**config.mk**
```make
export PLATFORM = sky130hd
export DESIGN_NAME = alu_arbiter
export DESIGN_NICKNAME = d
export VERILOG_FILES = /design/src/rtl/alu_arbiter.sv
export SDC_FILE = /design/constraint.sdc
export NUM_CORES = 1
export LEC_CHECK = 0
export CAP_MARGIN = 20
export CORE_AREA = 2 2 212 214
export CTS_CLUSTER_SIZE = 30
export DETAILED_ROUTE_END_ITERATION = 8
export DIE_AREA = 0 0 214 216
export GPL_ROUTABILITY_DRIVEN = 0
export GPL_TIMING_DRIVEN = 1
export HOLD_SLACK_MARGIN = 0.03
export PLACE_DENSITY_LB_ADDON = 0.15
export SYNTH_ARGS = -nofsm -noshare
export SYNTH_HDL_FRONTEND = slang
export SYNTH_SLANG_ARGS = --single-unit
```
**constraint.sdc**
```tcl
create_clock -name clk -period 1.7 [get_ports clk]
set_input_delay 0.17 -clock clk [delete_from_list [all_inputs] [get_ports clk]]
set_output_delay 0.17 -clock clk [all_outputs]
set_load 0.02 [all_outputs]
```
**src/rtl/alu_arbiter.sv**
```systemverilog
// Round-robin arbiter sharing one RV64 alu between NUM_REQ requesters.
// It drives the alu from the granted requester and keeps the result in a single registered response slot.
module alu_arbiter #(
  parameter int NUM_REQ       = 2,
  parameter int DATA_WIDTH    = 64,
  parameter int CONTROL_WIDTH = 5
) (
  input  logic                              clk,
  input  logic                              arstn,
  input  logic [NUM_REQ-1:0]                i_req_valid,
  output logic [NUM_REQ-1:0]                o_req_ready,
  input  logic [NUM_REQ*CONTROL_WIDTH-1:0]  i_req_control,
  input  logic [NUM_REQ*DATA_WIDTH-1:0]     i_req_src_1,
  input  logic [NUM_REQ*DATA_WIDTH-1:0]     i_req_src_2,
  output logic [CONTROL_WIDTH-1:0]          o_alu_control,
  output logic [DATA_WIDTH-1:0]             o_alu_src_1,
  output logic [DATA_WIDTH-1:0]             o_alu_src_2,
  input  logic [DATA_WIDTH-1:0]             i_alu_result,
  input  logic [5:0]                        i_alu_flags,
  output logic [NUM_REQ-1:0]                o_rsp_valid,
  input  logic [NUM_REQ-1:0]                i_rsp_ready,
  output logic [DATA_WIDTH-1:0]             o_rsp_result,
  output logic [5:0]                        o_rsp_flags,
  output logic                              o_rsp_illegal
);

  localparam int IDX_W = (NUM_REQ > 1) ? $clog2(NUM_REQ) : 1;
  localparam logic [CONTROL_WIDTH-1:0] MAX_LEGAL = CONTROL_WIDTH'(5'b10010);

  typedef enum logic {IDLE, HOLD} state_t;

  state_t           state;
  state_t           state_nxt;
  logic [IDX_W-1:0] ptr;
  logic [IDX_W-1:0] owner;
  logic [IDX_W-1:0] lock_idx;
  logic             locked;
  logic [IDX_W-1:0] grant_idx;
  logic             found;
  logic [NUM_REQ-1:0] grant;
  logic             can_accept;
  logic             accept;
  logic             drain;

  function automatic logic [IDX_W-1:0] wrap_add(input logic [IDX_W-1:0] idx, input int off);
    int sum;
    sum = int'(idx) + off;
    if (sum >= NUM_REQ) sum = sum - NUM_REQ;
    return IDX_W'(sum);
  endfunction

  function automatic logic is_illegal(input logic [CONTROL_WIDTH-1:0] ctrl);
    return ctrl > MAX_LEGAL;
  endfunction

  // A requester left waiting keeps the grant until it is accepted, so its
  // operands on the alu cannot change underneath it.
  always_comb begin
    found     = 1'b0;
    grant_idx = '0;
    for (int i = 0; i < NUM_REQ; i++) begin
      if (!found && i_req_valid[wrap_add(ptr, i)]) begin
        found     = 1'b1;
        grant_idx = wrap_add(ptr, i);
      end
    end
    if (locked && i_req_valid[lock_idx]) begin
      found     = 1'b1;
      grant_idx = lock_idx;
    end
  end

  assign grant      = found ? (NUM_REQ'(1) << grant_idx) : '0;
  assign drain      = (state == HOLD) && i_rsp_ready[owner];
  assign can_accept = (state == IDLE) || drain;
  assign accept     = found && can_accept;

  always_comb begin
    o_alu_control = '0;
    o_alu_src_1   = '0;
    o_alu_src_2   = '0;
    for (int k = 0; k < NUM_REQ; k++) begin
      if (grant[k]) begin
        o_alu_control = i_req_control[k*CONTROL_WIDTH +: CONTROL_WIDTH];
        o_alu_src_1   = i_req_src_1[k*DATA_WIDTH +: DATA_WIDTH];
        o_alu_src_2   = i_req_src_2[k*DATA_WIDTH +: DATA_WIDTH];
      end
    end
  end

  always_ff @(posedge clk or negedge arstn) begin
    if (!arstn) begin
      state <= IDLE;
    end else begin
      state <= state_nxt;
    end
  end

  always_comb begin
    state_nxt = state;
    case (state)
      IDLE:    if (accept) state_nxt = HOLD;
      HOLD:    if (drain && !accept) state_nxt = IDLE;
      default: state_nxt = IDLE;
    endcase
  end

  always_comb begin
    o_rsp_valid = (state == HOLD) ? (NUM_REQ'(1) << owner) : '0;
    o_req_ready = grant & {NUM_REQ{can_accept}};
  end

  always_ff @(posedge clk or negedge arstn) begin
    if (!arstn) begin
      ptr      <= '0;
      owner    <= '0;
      locked   <= 1'b0;
      lock_idx <= '0;
    end else begin
      locked   <= found && !can_accept;
      lock_idx <= grant_idx;
      if (accept) begin
        ptr   <= wrap_add(grant_idx, 1);
        owner <= grant_idx;
      end
    end
  end

  // Response slot: loaded only on accept, otherwise holds the last response.
  always_ff @(posedge clk or negedge arstn) begin
    if (!arstn) begin
      o_rsp_result  <= '0;
      o_rsp_flags   <= '0;
      o_rsp_illegal <= 1'b0;
    end else if (accept) begin
      o_rsp_result  <= i_alu_result;
      o_rsp_flags   <= i_alu_flags;
      o_rsp_illegal <= is_illegal(o_alu_control);
    end
  end

endmodule

```
==> qor.txt <==
status: finished with violations
failing checks: setup timing
Area Overhead vs Synth: 163%
vias in the first global route: 5736
clk_lat worst skew: 0.35 ns
height of the die: 216 um
post-synth top area share: 43.3%
CP max FO: 8
clk sinks: 76
CP top delay family: buffers and inverters
Worst R2R Start: locked
die span in x: 214 um
most frequent cells after synthesis: a22o_1 (134), dfrtp_1 (76), mux2_4 (40), mux2_2 (24), buf_2 (17)
Yosys reg bits: 76
register area share after synthesis: 43.3%
Peak VDD IR: 422 uV
fin crit period: 2.19 ns
ratio of cells with drive above 1 in the final layout: 31.2%
asr flop ratio synth: 100%
clk slew on worst S/H paths: 0.06 ns
vias per cell: 3.61
clock tree buffer depth: 2
count leader, synth: a22o_1
YS warnings: 0
core area: 0.0438 mm^2
critical path, cell by cell: mux2i_4 > o21a_4 > buf_8 > buf_12 > buf_16 > a22o_1 > buf_6
Post-DRT Antenna Nets: 0
Finish-stage setup viols: 161
Worst Hold Slack: 0.261 ns
number of synthesized flops with an enable pin: 0
gr usage total: 13.2%
DRC: 0
syn nets: 682
Num CTS Buffers: 9
Unique masters post-synth: 21
DR top layer: met5
FP Rows: 77
WL met1: 12500 um
Detailed Routing Iterations Pass 1: 4
max cap viols: 0
Setup WS post-layout: -0.493 ns
Initial Util: 10.0%
RSZ-0062 raised after global routing: yes
global route overflow: 0
Slew Limit Headroom: 73.4%
DP HPWL: 27000 um
final-report hold violation count: 0
Worst Path Arrival: 2.02 ns
first-pass GRT wire length: 43600 um
fill count: 4697
H-tree levels: 3
Tcrit/Tclk final: 129%
Hold Crit Class: in -> async
Cells after Synth: 340
Main synth FF type: dfrtp_1
Syn Area/Cell: 12.9 um^2
Worst R2R End: o_rsp_illegal
clk root buf: clkbuf_16
total power: 11.4 mW
pin slew with the least headroom to its limit: 0.398 ns
top cells by area, synth: dfrtp_1 (43%), a22o_1 (27%), mux2_4 (14%), mux2_2 (6.2%), buf_2 (1.9%)
die area: 0.0462 mm^2
Buf/Inv on CP: 4
Slowest cell on crit path: dfrtp_1
Post-Syn Area: 0.00439 mm^2
largest net degree at the start of global routing: 44
Layout Nets: 1255
DR WL met3: 2980 um
crit path capture type: primary output
pwr dens: 989 mW/mm^2
average wire per standard cell: 21.2 um
Req. time, crit path: 1.53 ns
CTS tree: done
initial antenna violation count: 13
Ports: 550
Pins Over Slew Limit: 0
Startpoint Class: flip-flop
clock skew: 0.00557 ns
Achievable Freq: 456 MHz
Port Buffers: 549
slowest stage delay, CP: 0.40 ns
DR WL met2: 15900 um
R2R depth: 7
flop2flop setup slack: -0.11 ns
leading area contributor after synthesis: dfrtp_1
Routed WL: 32100 um
1st-iter DRT viols: 182
Leakage: 4.83 nW
crit path kind: reg -> out
via count: 5454
[power by group]
group / internal [mW] / switching, mW
Clock: 0.980 / 0.810
Combinational: 3.84 / 3.20
Sequential: 2.32 / 0.271
[sequential cells by signal, summed over array words and instances (netlist names)]
signal,cells
locked,1
o_rsp_flags,6
ptr,1
state,1
lock_idx,1
owner,1
o_rsp_illegal,1
o_rsp_result,64
[metal layers]
layer | track usage [%] | vias up
met5 | 0 | -
met4 | 3.52 | 18
met3 | 5.62 | 49
met2 | 22.8 | 287
met1 | 14.8 | 2599
li1 | - | 2501
[worst register-to-register path, delay by kind of cell (launching register included)]
family | cells | cell delay (ns)
buffers and inverters | 3 | 0.46
AOI/OAI and AO/OA | 3 | 0.55
muxes | 1 | 0.31
DFF | 1 | 0.38
[layout make-up]
type | instances | area (um^2) | area share (%)
Timing Repair Buffer | 600 | 6230 | 53.9
Multi-Input combinational cell | 223 | 2400 | 20.8
Sequential cell | 76 | 1900 | 16.5
Tap cell | 592 | 741 | 6.41
Clock buffer | 9 | 225 | 1.95
Clock inverter | 6 | 41.3 | 0.357
Inverter | 3 | 11.3 | 0.0975
Antenna cell | 3 | 7.51 | 0.0650
[metrics by stage]
stage          cell area, um^2  utilization [%]  cells  setup slack, ns  TNS (ns)
5_1_grt                  11500             26.3   1509           -0.575    -69.40
3_5_place_dp             10700             24.5   1478           -0.587    -84.49
3_3_place_gp             10700             24.5   1478           -0.605    -84.44
6_report                 11600             26.4   1512           -0.493    -52.90
2_1_floorplan             4390                -    340            0.135         0
4_1_cts                  11400             25.9   1501           -0.567    -66.87
[how the worst max path moves through the flow]
stage,start,to,slack (ns),cells after the start
after floorplan,locked,o_alu_src_1[0],0.14,5
after global placement,i_req_valid[1],o_alu_src_2[8],-0.60,7
after detailed placement,i_req_valid[0],o_alu_control[4],-0.59,5
after CTS,locked,o_alu_src_2[2],-0.57,7
after global routing,locked,o_alu_src_2[46],-0.57,6
final,locked,o_alu_src_1[62],-0.49,7
[what timing repair did]
action | 4_1_cts | 5_1_grt
gates resized for setup | 390 | 172
endpoints found under the setup margin | 177 | 186
buffers inserted | 3 | 10
hold endpoints to repair | 17 | 0
gates cloned | 4 | 0
hold buffers | 1 | 0
pin swaps | 13 | 8
[logic make-up (layout without fill, tap and decap cells)]
| logic type | count (synthesis) | count (layout) | share of synthesized area [%] |
|---|---|---|---|
| AOI/OAI and AO/OA | 142 | 142 | 28.1 |
| buffers and inverters | 41 | 618 | 5.70 |
| muxes | 72 | 72 | 21.8 |
| other | 0 | 3 | 0 |
| DFF | 76 | 76 | 43.3 |
| and+or+nand+nor | 9 | 9 | 0.998 |
[cell usage in the layout, fill, tap and decap left out, drive strengths merged, types with 2 or more instances in the layout]
| cell | instances |
|---|---|
| nor2 | 2 |
| a211o | 2 |
| a22o | 134 |
| clkinvlp | 3 |
| nand2 | 3 |
| clkdlybuf4s50 | 413 |
| buf | 159 |
| nor2b | 3 |
| clkbuf | 14 |
| dfrtp | 76 |
| a21oi | 2 |
| inv | 4 |
| o21a | 2 |
| mux2 | 70 |
| mux2i | 2 |
| clkinv | 2 |
| clkdlybuf4s15 | 22 |
| diode | 3 |
(Power assumes the default switching activity.)
